$ cat config.mk
export PLATFORM = sky130hd
export DESIGN_NAME = layer_seq_flat
export DESIGN_NICKNAME = d
export VERILOG_FILES = /design/src/rtl/layer_seq_pkg.sv /design/src/rtl/layer_seq_if.sv /design/src/rtl/layer_seq_fifo.sv /design/src/rtl/layer_seq.sv /design/src/flat_wrapper.sv
export SDC_FILE = /design/constraint.sdc
export NUM_CORES = 1
export LEC_CHECK = 0
export BUFFER_PORTS_ARGS = -buffer_cell sky130_fd_sc_hd__buf_4
export CAP_MARGIN = 20
export CORE_UTILIZATION = 40
export DETAILED_ROUTE_END_ITERATION = 12
export SYNTH_ARGS = -nofsm -noshare
export SYNTH_HDL_FRONTEND = slang
export SYNTH_SLANG_ARGS = --single-unit
$ cat constraint.sdc
create_clock -name clk -period 10.8 [get_ports clk]
set_clock_uncertainty 0.15 [all_clocks]
set_input_delay 0.54 -clock clk [delete_from_list [all_inputs] [get_ports clk]]
set_output_delay 0.54 -clock clk [all_outputs]
set_load 0.02 [all_outputs]
$ cat src/rtl/layer_seq_pkg.sv
// layer_seq_pkg: descriptor layout, sequencer states and a saturating increment shared by the layer sequencer.
package layer_seq_pkg;
    localparam int LAYER_DESC_W = 41;
    typedef struct packed {
        logic [4:0] out_ch;
        logic [8:0] src_a_max;
        logic [8:0] dst_a_max;
        logic [9:0] w_max;
        logic [7:0] b_max;
    } layer_desc_t;
    typedef enum logic [2:0] {IDLE, LOAD, GAP, RUN, DRAIN, DONE} seq_state_e;
    function automatic logic [31:0] sat_inc(input logic [31:0] v);
        return (v == '1) ? v : v + 32'd1;
    endfunction
endpackage

$ cat src/rtl/layer_seq_if.sv
// layer_seq_if: command, control and stream-monitor bundle of the layer sequencer.
// LAYER_SEQ_PERF_EN adds the perf_cyc/perf_stall counters.
interface layer_seq_if;
    import layer_seq_pkg::*;
    logic        abort, cmd_valid, cmd_ready;
    layer_desc_t cmd_desc;
    logic [4:0]  out_ch;
    logic [8:0]  src_a_max, dst_a_max;
    logic        matw, run, last;
    logic        src_valid, src_ready, dst_valid, dst_ready;
    logic        busy, layer_done, ovr;
`ifdef LAYER_SEQ_PERF_EN
    logic [31:0] perf_cyc, perf_stall;
    modport master (output abort, cmd_valid, cmd_desc, src_valid, src_ready, dst_valid, dst_ready,
                    input cmd_ready, out_ch, src_a_max, dst_a_max, matw, run, last, busy, layer_done, ovr,
                    perf_cyc, perf_stall);
    modport slave (input abort, cmd_valid, cmd_desc, src_valid, src_ready, dst_valid, dst_ready,
                   output cmd_ready, out_ch, src_a_max, dst_a_max, matw, run, last, busy, layer_done, ovr,
                   perf_cyc, perf_stall);
`else
    modport master (output abort, cmd_valid, cmd_desc, src_valid, src_ready, dst_valid, dst_ready,
                    input cmd_ready, out_ch, src_a_max, dst_a_max, matw, run, last, busy, layer_done, ovr);
    modport slave (input abort, cmd_valid, cmd_desc, src_valid, src_ready, dst_valid, dst_ready,
                   output cmd_ready, out_ch, src_a_max, dst_a_max, matw, run, last, busy, layer_done, ovr);
`endif
endinterface

$ cat src/rtl/layer_seq_fifo.sv
// desc_fifo: show-ahead descriptor FIFO with flush; full is registered so it reads as 1 while in reset.
module desc_fifo #(
    parameter int DEPTH = 4,
    parameter int W     = 41
) (
    input  logic         clk,
    input  logic         reset_n,
    input  logic         i_flush,
    input  logic         i_wr,
    input  logic [W-1:0] i_din,
    input  logic         i_rd,
    output logic [W-1:0] o_dout,
    output logic         o_full,
    output logic         o_empty
);
    localparam int AW = $clog2(DEPTH);
    logic [W-1:0]  r_mem [DEPTH];
    logic [AW-1:0] r_wp, r_rp;
    logic [AW:0]   r_cnt, w_cnt_nx;
    logic          r_full, w_wr, w_rd;
    assign w_wr     = i_wr & ~r_full;
    assign w_rd     = i_rd & ~o_empty;
    assign w_cnt_nx = r_cnt + (AW+1)'(w_wr) - (AW+1)'(w_rd);
    assign o_empty  = r_cnt == '0;
    assign o_full   = r_full;
    assign o_dout   = r_mem[r_rp];
    always_ff @(posedge clk)
        if (w_wr) r_mem[r_wp] <= i_din;
    always_ff @(posedge clk or negedge reset_n)
        if (!reset_n) begin
            r_wp   <= '0;
            r_rp   <= '0;
            r_cnt  <= '0;
            r_full <= 1'b1;
        end else if (i_flush) begin
            r_wp   <= '0;
            r_rp   <= '0;
            r_cnt  <= '0;
            r_full <= 1'b0;
        end else begin
            r_wp   <= r_wp + AW'(w_wr);
            r_rp   <= r_rp + AW'(w_rd);
            r_cnt  <= w_cnt_nx;
            r_full <= w_cnt_nx == (AW+1)'(DEPTH);
        end
endmodule

$ cat src/rtl/layer_seq.sv
// layer_seq: queues layer descriptors and steps each layer through LOAD/GAP/RUN/DRAIN/DONE.
// LAYER_SEQ_PERF_EN adds per-layer cycle and input-stall counters.
module layer_seq
    import layer_seq_pkg::*;
#(
    parameter int DEPTH = 4,
    parameter int BW    = 8
) (
    input logic        clk,
    input logic        reset_n,
    layer_seq_if.slave bus
);
    seq_state_e  r_st;
    logic        r_matw, r_run, r_last, r_busy, r_done, r_ovr;
    logic [4:0]  r_out_ch;
    logic [8:0]  r_src_max, r_dst_max, r_in_cnt, r_out_cnt;
    logic [9:0]  r_w_max, r_w_cnt;
    logic [BW-1:0] r_b_max, r_b_in, r_b_out, w_b_in_nx;
    layer_desc_t w_head;
    logic        w_full, w_empty, w_pop, w_act, w_in_beat, w_out_beat, w_out_wrap, w_to_done;

    desc_fifo #(.DEPTH(DEPTH), .W(LAYER_DESC_W)) u_fifo (
        .clk(clk), .reset_n(reset_n), .i_flush(bus.abort),
        .i_wr(bus.cmd_valid & ~w_full), .i_din(bus.cmd_desc), .i_rd(w_pop),
        .o_dout(w_head), .o_full(w_full), .o_empty(w_empty)
    );

    assign w_act      = (r_st == RUN) || (r_st == DRAIN);
    assign w_pop      = (r_st == IDLE) & ~w_empty & ~bus.abort;
    assign w_in_beat  = bus.src_valid & bus.src_ready;
    assign w_out_beat = w_act & bus.dst_valid & bus.dst_ready;
    assign w_out_wrap = w_out_beat & (r_out_cnt == r_dst_max);
    assign w_to_done  = w_out_wrap & (r_b_out == r_b_max) & ~bus.abort;
    assign w_b_in_nx  = r_b_in + BW'(1);

    // The output-side completion is evaluated last so it wins over an input wrap in the same cycle.
    always_ff @(posedge clk or negedge reset_n)
        if (!reset_n) begin
            r_st <= IDLE;
            {r_matw, r_run, r_last, r_busy, r_done, r_ovr} <= '0;
            {r_out_ch, r_src_max, r_dst_max, r_w_max, r_b_max} <= '0;
            {r_w_cnt, r_in_cnt, r_out_cnt, r_b_in, r_b_out} <= '0;
        end else if (bus.abort) begin
            r_st <= IDLE;
            {r_matw, r_run, r_last, r_busy, r_done, r_ovr} <= '0;
            {r_w_cnt, r_in_cnt, r_out_cnt, r_b_in, r_b_out} <= '0;
        end else begin
            r_done <= 1'b0;
            case (r_st)
                IDLE: if (w_pop) begin
                    r_st      <= LOAD;
                    r_matw    <= 1'b1;
                    r_busy    <= 1'b1;
                    r_out_ch  <= w_head.out_ch;
                    r_src_max <= w_head.src_a_max;
                    r_dst_max <= w_head.dst_a_max;
                    r_w_max   <= w_head.w_max;
                    r_b_max   <= BW'(w_head.b_max);
                    {r_w_cnt, r_in_cnt, r_out_cnt, r_b_in, r_b_out} <= '0;
                end
                LOAD: if (bus.src_valid) begin
                    r_w_cnt <= r_w_cnt + 10'd1;
                    if (r_w_cnt == r_w_max) begin
                        r_st   <= GAP;
                        r_matw <= 1'b0;
                    end
                end
                GAP: begin
                    r_st   <= RUN;
                    r_run  <= 1'b1;
                    r_last <= r_b_max == '0;
                end
                RUN, DRAIN: begin
                    if (w_in_beat && r_st == DRAIN) r_ovr <= 1'b1;
                    else if (w_in_beat) begin
                        r_in_cnt <= (r_in_cnt == r_src_max) ? 9'd0 : r_in_cnt + 9'd1;
                        if (r_in_cnt == r_src_max && r_b_in == r_b_max) r_st <= DRAIN;
                        else if (r_in_cnt == r_src_max) begin
                            r_b_in <= w_b_in_nx;
                            r_last <= w_b_in_nx == r_b_max;
                        end
                    end
                    if (w_out_beat) r_out_cnt <= w_out_wrap ? 9'd0 : r_out_cnt + 9'd1;
                    if (w_out_wrap && !w_to_done) r_b_out <= r_b_out + BW'(1);
                    if (w_to_done) begin
                        r_st   <= DONE;
                        r_run  <= 1'b0;
                        r_last <= 1'b0;
                        r_done <= 1'b1;
                    end
                end
                DONE: begin
                    r_st   <= IDLE;
                    r_busy <= 1'b0;
                end
                default: r_st <= IDLE;
            endcase
        end

`ifdef LAYER_SEQ_PERF_EN
    logic [31:0] r_cyc, r_perf_cyc, r_perf_stall;
    always_ff @(posedge clk or negedge reset_n)
        if (!reset_n) {r_cyc, r_perf_cyc, r_perf_stall} <= '0;
        else if (w_pop) {r_cyc, r_perf_cyc, r_perf_stall} <= '0;
        else begin
            if (r_st inside {LOAD, GAP, RUN, DRAIN}) r_cyc <= sat_inc(r_cyc);
            if (w_to_done) r_perf_cyc <= sat_inc(r_cyc);
            if (w_act && bus.src_valid && !bus.src_ready) r_perf_stall <= sat_inc(r_perf_stall);
        end
    assign bus.perf_cyc   = r_perf_cyc;
    assign bus.perf_stall = r_perf_stall;
`endif

    assign bus.cmd_ready  = ~w_full;
    assign bus.out_ch     = r_out_ch;
    assign bus.src_a_max  = r_src_max;
    assign bus.dst_a_max  = r_dst_max;
    assign bus.matw       = r_matw;
    assign bus.run        = r_run;
    assign bus.last       = r_last;
    assign bus.busy       = r_busy;
    assign bus.layer_done = r_done;
    assign bus.ovr        = r_ovr;
endmodule

$ cat src/flat_wrapper.sv
// flat-port wrapper written by rule: the top's interface ports become plain ports
module layer_seq_flat import layer_seq_pkg::*;
#(
    parameter int DEPTH = 4,
    parameter int BW    = 8
)
  (clk, reset_n, bus_abort, bus_cmd_valid, bus_cmd_desc, bus_src_valid, bus_src_ready, bus_dst_valid, bus_dst_ready, bus_cmd_ready, bus_out_ch, bus_src_a_max, bus_dst_a_max, bus_matw, bus_run, bus_last, bus_busy, bus_layer_done, bus_ovr);
  layer_seq_if bus_i ();
  input logic clk;
  input logic reset_n;
  input wire logic [$bits(bus_i.abort)-1:0] bus_abort;
  input wire logic [$bits(bus_i.cmd_valid)-1:0] bus_cmd_valid;
  input wire logic [$bits(bus_i.cmd_desc)-1:0] bus_cmd_desc;
  input wire logic [$bits(bus_i.src_valid)-1:0] bus_src_valid;
  input wire logic [$bits(bus_i.src_ready)-1:0] bus_src_ready;
  input wire logic [$bits(bus_i.dst_valid)-1:0] bus_dst_valid;
  input wire logic [$bits(bus_i.dst_ready)-1:0] bus_dst_ready;
  output wire logic [$bits(bus_i.cmd_ready)-1:0] bus_cmd_ready;
  output wire logic [$bits(bus_i.out_ch)-1:0] bus_out_ch;
  output wire logic [$bits(bus_i.src_a_max)-1:0] bus_src_a_max;
  output wire logic [$bits(bus_i.dst_a_max)-1:0] bus_dst_a_max;
  output wire logic [$bits(bus_i.matw)-1:0] bus_matw;
  output wire logic [$bits(bus_i.run)-1:0] bus_run;
  output wire logic [$bits(bus_i.last)-1:0] bus_last;
  output wire logic [$bits(bus_i.busy)-1:0] bus_busy;
  output wire logic [$bits(bus_i.layer_done)-1:0] bus_layer_done;
  output wire logic [$bits(bus_i.ovr)-1:0] bus_ovr;
  assign bus_i.abort = bus_abort;
  assign bus_i.cmd_valid = bus_cmd_valid;
  assign bus_i.cmd_desc = bus_cmd_desc;
  assign bus_i.src_valid = bus_src_valid;
  assign bus_i.src_ready = bus_src_ready;
  assign bus_i.dst_valid = bus_dst_valid;
  assign bus_i.dst_ready = bus_dst_ready;
  assign bus_cmd_ready = bus_i.cmd_ready;
  assign bus_out_ch = bus_i.out_ch;
  assign bus_src_a_max = bus_i.src_a_max;
  assign bus_dst_a_max = bus_i.dst_a_max;
  assign bus_matw = bus_i.matw;
  assign bus_run = bus_i.run;
  assign bus_last = bus_i.last;
  assign bus_busy = bus_i.busy;
  assign bus_layer_done = bus_i.layer_done;
  assign bus_ovr = bus_i.ovr;
  layer_seq #(.DEPTH(DEPTH), .BW(BW)) u_core (.clk(clk), .reset_n(reset_n), .bus(bus_i));
endmodule
# Word level (Yosys, flattened, before mapping)
# Memories as Yosys holds them, arrays and structs flattened. A register that Yosys moved wholly into a read port is not among the register bits.
# Index checks and enable logic that the tools add are counted.
# totals
output_inout_bits	30
ff_bits	61
wordCells	157
mem_count	1
mem_bits_rw	164
inputBits	49
# mem_list
memory	words	word_bits	rd	rd_ports_with_merged_regs	write_ports	line	rtl
u_core.u_fifo.r_mem	4	41	1	1	1	layer_seq_fifo.sv:17	logic [W-1:0] r_mem [DEPTH];
# op_classes
muxes	62
n_reduce_logical	28
add_sub_neg	9
n_bitwise	14
eq_ne	27
# ops
cell	n
two-way mux 9 bit	8
two-way mux 8 bit	8
case mux 9 bit (2 select lines)	2
case mux 8 bit (2 select lines)	2
two-way mux 10 bit	3
two-way mux 3 bit	9
== test 8 bit	3
two-way mux 1 bit	22
case mux 10 bit (2 select lines)	1
adder 9 x 1 -> 9 bit, second input constant	2
== test 9 bit	2
inequality test 3 x 2 -> 1 bit, second input constant	6
adder 8 x 1 -> 8 bit, second input constant	2
inequality test 3 bit, second input constant	4
inequality test 4 x 2 -> 1 bit, second input constant	3
case mux 3 bit (4 select lines)	1
AND reduction 3 bit	4
AND reduction 6 bit	2
nonzero test 3 bit	4
bitwise AND 1 bit	11
adder 10 x 1 -> 10 bit, second input constant	1
== test 10 bit	1
== test 3 bit, second input constant	3
zero test 8 bit	1
other kinds (18)	35

# Logic depth before layout (Yosys ltp)
# depth
ltp_word	12
depth_mapped	12
ltp_nobuf	11

# Hierarchy
# A second synthesis with hierarchy kept.
# hier_totals
hier_cells	729
area_unflattened_um2	11421.0
# by_module_without_submodules
mod	cells_per_inst	area_per_inst_um2	instances
desc_fifo	249	6377.4	1
layer_seq	480	5043.6	1

# Least setup slack after synthesis
# No wires, ideal clock.
# synth_path
kind	register to register
start	reg u_core.u_fifo.r_full, in the netlist u_core.u_fifo.o_full
end	mem u_core.u_fifo.r_mem[2][0], enable pin
arrival_ps	3679
stages_incl_launch_ff	4
period_less_slack_ps	4328
setup_slack_ps	6472
t_required_ps	10151
cell_sequence	dfstp_2 -> inv_1 -> nand2_1 -> nor3b_1
# synth_between
elab_chain_len	5
# synth_lines
element	line	rtl
from (decl)	layer_seq_fifo.sv:20	logic r_full, w_wr, w_rd;
from (signal assigned)	layer_seq_fifo.sv:44	r_full <= w_cnt_nx == (AW+1)'(DEPTH);
NOT 1 bit (*)	n/a	
named net bus_cmd_ready	flat_wrapper.sv:18	output wire logic [$bits(bus_i.cmd_ready)-1:0] bus_cmd_ready;
bitwise AND 1 bit	layer_seq.sv:24	.i_wr(bus.cmd_valid & ~w_full), .i_din(bus.cmd_desc), .i_rd(w_pop),
bitwise AND 1 bit (*)	layer_seq_fifo.sv:21	assign w_wr = i_wr & ~r_full;
two-way mux 1 bit (*)	layer_seq_fifo.sv:28	if (w_wr) r_mem[r_wp] <= i_din;
two-way mux 1 bit (not written as such) (*)	layer_seq_fifo.sv:28	
to (decl)	layer_seq_fifo.sv:17	
# Mark *: on every way through the listed nets, which the timed path passes. The rest lies on a longest branch.

# Worst setup path after layout
# layout_path
start	reg u_core.r_st[0]
end	reg u_core.r_b_in[7]
# layout_between
elab_chain_len	5
# layout_lines
element	line	rtl
from (decl)	layer_seq.sv:13	seq_state_e r_st;
from (signal assigned)	layer_seq.sv:39	r_st <= IDLE;
from (signal assigned)	layer_seq.sv:44	r_st <= IDLE;
from (signal assigned)	layer_seq.sv:51	r_st <= LOAD;
zero test 3 bit	layer_seq.sv:29, layer_seq.sv:49	
bitwise AND 1 bit (2 in a row)	layer_seq.sv:29	assign w_pop = (r_st == IDLE) & ~w_empty & ~bus.abort;
inequality test 3 bit (no line)	n/a	
AND reduction 6 bit (no line)	n/a	
to (signal assigned)	layer_seq.sv:79	r_b_in <= w_b_in_nx;
to (decl)	layer_seq.sv:18	logic [BW-1:0] r_b_max, r_b_in, r_b_out, w_b_in_nx;
# Parallel ways exist; a longest one is shown, timed or not.
# A chain may end at the register's enable or synchronous reset.

==> results.md <==
- CTS clk-pin slew, worst paths: around 0.060 ns
- Clock buffer depth: 3
- Outcome: completed
- DR vias: roughly 6300
- Nets: just under 900
- Pwr dens: 237.5 nW/um^2
- Gate power share: 0.254
- Post-synthesis mux area share: 0.1274
- Clock sinks: between 200 and 300
- Reg power frac: 0.450
- Fin crit share: 0.2708
- Yosys reg bits: 266
- Worst r2r src: u_core.r_st[0]
- Main area contributors after synthesis: edfxtp_1 (44%), dfrtp_1 (22%), mux4_2 (8.2%), mux2_2 (4.3%), xnor2_1 (2.9%)
- Worst Path Required: between 10 and 15 ns
- Syn Inst Count: 734
- Post-cts sizing count: 0
- Reg2reg end: u_core.r_b_in[7]
- Total track usage: 0.1561
- Post-DP Area: roughly 12000 um^2
- Setup TNS Final: 0 ns
- Maximum clock rate: approximately 340 MHz
- P_leak: roughly 4.9 nW
- Hold Fails Final Rpt: 0
- CP Launch Type: flip-flop
- Minimum clock period: 2.924 ns
- # port buffers: 78
- Final Setup Violations: 0
- Asr flop ratio synth: 0.3835
- Synth-to-layout area growth: 17.83%
- DPL Wire Length: between 10 and 15 mm
- Syn nets: ~800
- # IOs: 79
- HP Start: bus_cmd_desc[19]
- Reg2reg path depth: 6
- First-pass GRT wire length: 35.28 mm
- DRC: 0
- Die ar.: between 20000 and 30000 um^2
- FP Rows: 61
- Synth Area in Simple Gates: 0.08225
- Slew headroom: 0.3973
- Critical path class: flip-flop to flip-flop
- Number of synthesized flops with an enable pin: 164
- Initial antenna violation count: 0
- Initial Util: 0.4063
- Mapped cell area: ~11000 um^2
- Hold Buf Count CTS: 1
- DIE HEIGHT: between 150 and 200 um
- Total CTS buffers: 28
- Synth Area in Compound Gates: 0.05764
- Dominant cell by count in the synthesized netlist: edfxtp_1
- Postcts setup bufs: 0
- N_diodes: 0
- Hold depth: 1
- Core box area: between 20000 and 30000 um^2
- Die width: 170.0 um
- P_int: between 0.002 and 0.0025 W
- Peak VDD IR: approximately 130 uV
- Design area: 13300 um^2
- DR iter-0 viols: 340
- Area fraction of the dominant cell type after synthesis: 0.4363
- Worst hold path class: input pin to flip-flop
- Post-synth top flop: edfxtp_1
- Per-cell routed wire length: 17.84 um
- CP Capture Type: flip-flop
- Switch share: 0.2910
- Distinct cells, synth: slightly above 60
- R2R Setup Slk: about 7.9 ns
- Yosys warns: 0
- Root buffer cell: clkbuf_16
- Fillers: around 2500
- Syn Area/Cell: roughly 15 um^2
- RSZ-0062 raised after global routing: false
- Via/cell ratio: around 5
- Least-Margin Pin Slew: between 0.9 and 1 ns
- Synth top cells by count: edfxtp_1 (164), dfrtp_1 (101), o21ai_0 (44)
- DRT antenna net count: 0
- Largest family of logic cells by synthesized area: multiplexers
- Total gr overflow: 0
- CTS tree: built
- Post-synthesis sequential area ratio: 0.6626
- GPL Wtd Cong: just under 0.8
- Max Cap Viol: 0
- Final Max Slew Viols: 0
- Area leader, netlist: edfxtp_1
- Synth Area in XOR/XNOR: 0.04345
- Total wire length: roughly 22 mm
- Largest net degree at the start of global routing: just under 80
- Clock Power Share: 0.296
- Synth Area in Adders: 0.01175
- H-tree depth: 1
- Pre-Repair DR Iteration Count: 4
- Vias in the first global route: approximately 6400
- Arrival @ worst endpoint: approximately 3.2 ns
- Share of post-route cells with drive strength above 1: 0.2849
- Hold Path End: u_core.u_fifo.r_mem[3][19]
- Skew-Pair Late Insertion Delay: roughly 0.53 ns
- Switching power: roughly 0.0009 W
- Worst-path fanout max: 15
## placed cells by master (no fill, tap or decap), types with 5 or more instances in the layout
cell type  synthesis  final
dfrtp_1          101     99
mux4_2            41     41
a21oi_1           10     10
xnor2_1           38     38
buf_4              2     92
or4_1              5      5
nor4_1             5      5
nand3_1           21     21
mux2_2            43     43
o21ai_0           44     44
clkinv_2           0      7
nand2b_1           6      6
nand4_1           11     11
inv_1             11     11
a31oi_1            8      8
xor2_1            18     18
nor3_1            12     11
ha_1               9      9
nor2_1            33     32
o31ai_1           15     15
nor2b_1            8      8
clkbuf_1          20      6
edfxtp_1         164    164
or3_1              5      5
and3_1            11     10
nand2_1           38     37
clkbuf_16          0     29
## flip-flops by register name (all words and copies together) (netlist names), 2 cells and up
| name | cells |
|---|---|
| u_core.r_w_max | 10 |
| u_core.r_b_in | 8 |
| u_core.r_in_cnt | 9 |
| u_core.u_fifo.r_rp | 2 |
| u_core.u_fifo.r_mem | 164 |
| u_core.bus.src_a_max | 9 |
| u_core.r_b_max | 8 |
| u_core.bus.out_ch | 5 |
| u_core.r_st | 3 |
| u_core.r_out_cnt | 9 |
| u_core.r_w_cnt | 10 |
| u_core.bus.dst_a_max | 9 |
| u_core.u_fifo.r_wp | 2 |
| u_core.r_b_out | 8 |
| u_core.u_fifo.r_cnt | 3 |
## per-layer routing
layer  vias up  track usage  wire length (um)
met4         0      0.04113               386
met5         -            0                 0
met3        35      0.03023              1341
met2       117       0.2457             10030
li1       3010            -                 -
met1      3175       0.2219             10210
## power groups by stage
| stage | clock network (W) | registers [W] | logic [W] |
|---|---|---|---|
| after floorplan | 0 | 0.00145 | 0.000524 |
| after global placement | 0 | 0.00144 | 0.000813 |
| after detailed placement | 0 | 0.00144 | 0.000816 |
| after CTS | 0.000962 | 0.00143 | 0.000819 |
| after global routing | 0.000999 | 0.00145 | 0.000880 |
| final | 0.000936 | 0.00142 | 0.000802 |
## area by class of cell
| type | instances | area [um^2] | area share |
|---|---|---|---|
| sequential | 266 | 7481 | 0.5625 |
| multi-input combinational | 430 | 3661 | 0.2753 |
| clock buffer | 38 | 789.5 | 0.05937 |
| timing repair buffer | 94 | 728.2 | 0.05476 |
| tap | 378 | 473.0 | 0.03556 |
| clock inverter | 14 | 125.1 | 0.009408 |
| inverter | 11 | 41.29 | 0.003105 |
## logic make-up after synthesis
logic type / after synthesis
DFF: 266
and+or+nand+nor: 176
AOI/OAI and AO/OA: 101
muxes: 87
xor gates and xnor gates: 56
buffers and inverters: 38
adders and majority gates: 10
## worst max-delay path, stage by stage, from the launching register on
cell and delay, ns:
dfrtp_1 0.63, nor3b_4 0.15, nand3b_1 0.24, nor4_2 0.37
or3b_1 0.59, or4_1 0.56, a21oi_1 0.15
## metrics by stage
| stage | util | total power, W | hold WS [ns] | instances | setup slack (ns) |
|---|---|---|---|---|---|
| after detailed placement | 0.4444 | 0.002261 | 0.3303 | 1177 | 7.918 |
| after floorplan | - | 0.001974 | 0.09441 | 734 | 6.472 |
| after global routing | 0.4787 | 0.003324 | 0.03777 | 1231 | 7.719 |
| after CTS | 0.4777 | 0.003206 | 0.03626 | 1230 | 7.902 |
| after global placement | 0.4444 | 0.002252 | 0.3322 | 1177 | 7.970 |
| final | 0.4787 | 0.003158 | 0.05964 | 1231 | 7.876 |
## worst max-delay path by stage
stage / cells past startpoint / end / slack (ns) / start
after floorplan: 3 / u_core.u_fifo.r_mem[2][0] / 6.47 / u_core.u_fifo.o_full
after global placement: 6 / u_core.r_b_in[7] / 7.97 / u_core.r_st[0]
after detailed placement: 6 / u_core.r_b_in[7] / 7.92 / u_core.r_st[0]
after global routing: 6 / u_core.r_b_in[7] / 7.72 / u_core.r_st[0]
after CTS: 6 / u_core.r_b_in[7] / 7.90 / u_core.r_st[0]
final: 6 / u_core.r_b_in[7] / 7.88 / u_core.r_st[0]
(Power assumes the default switching activity.)
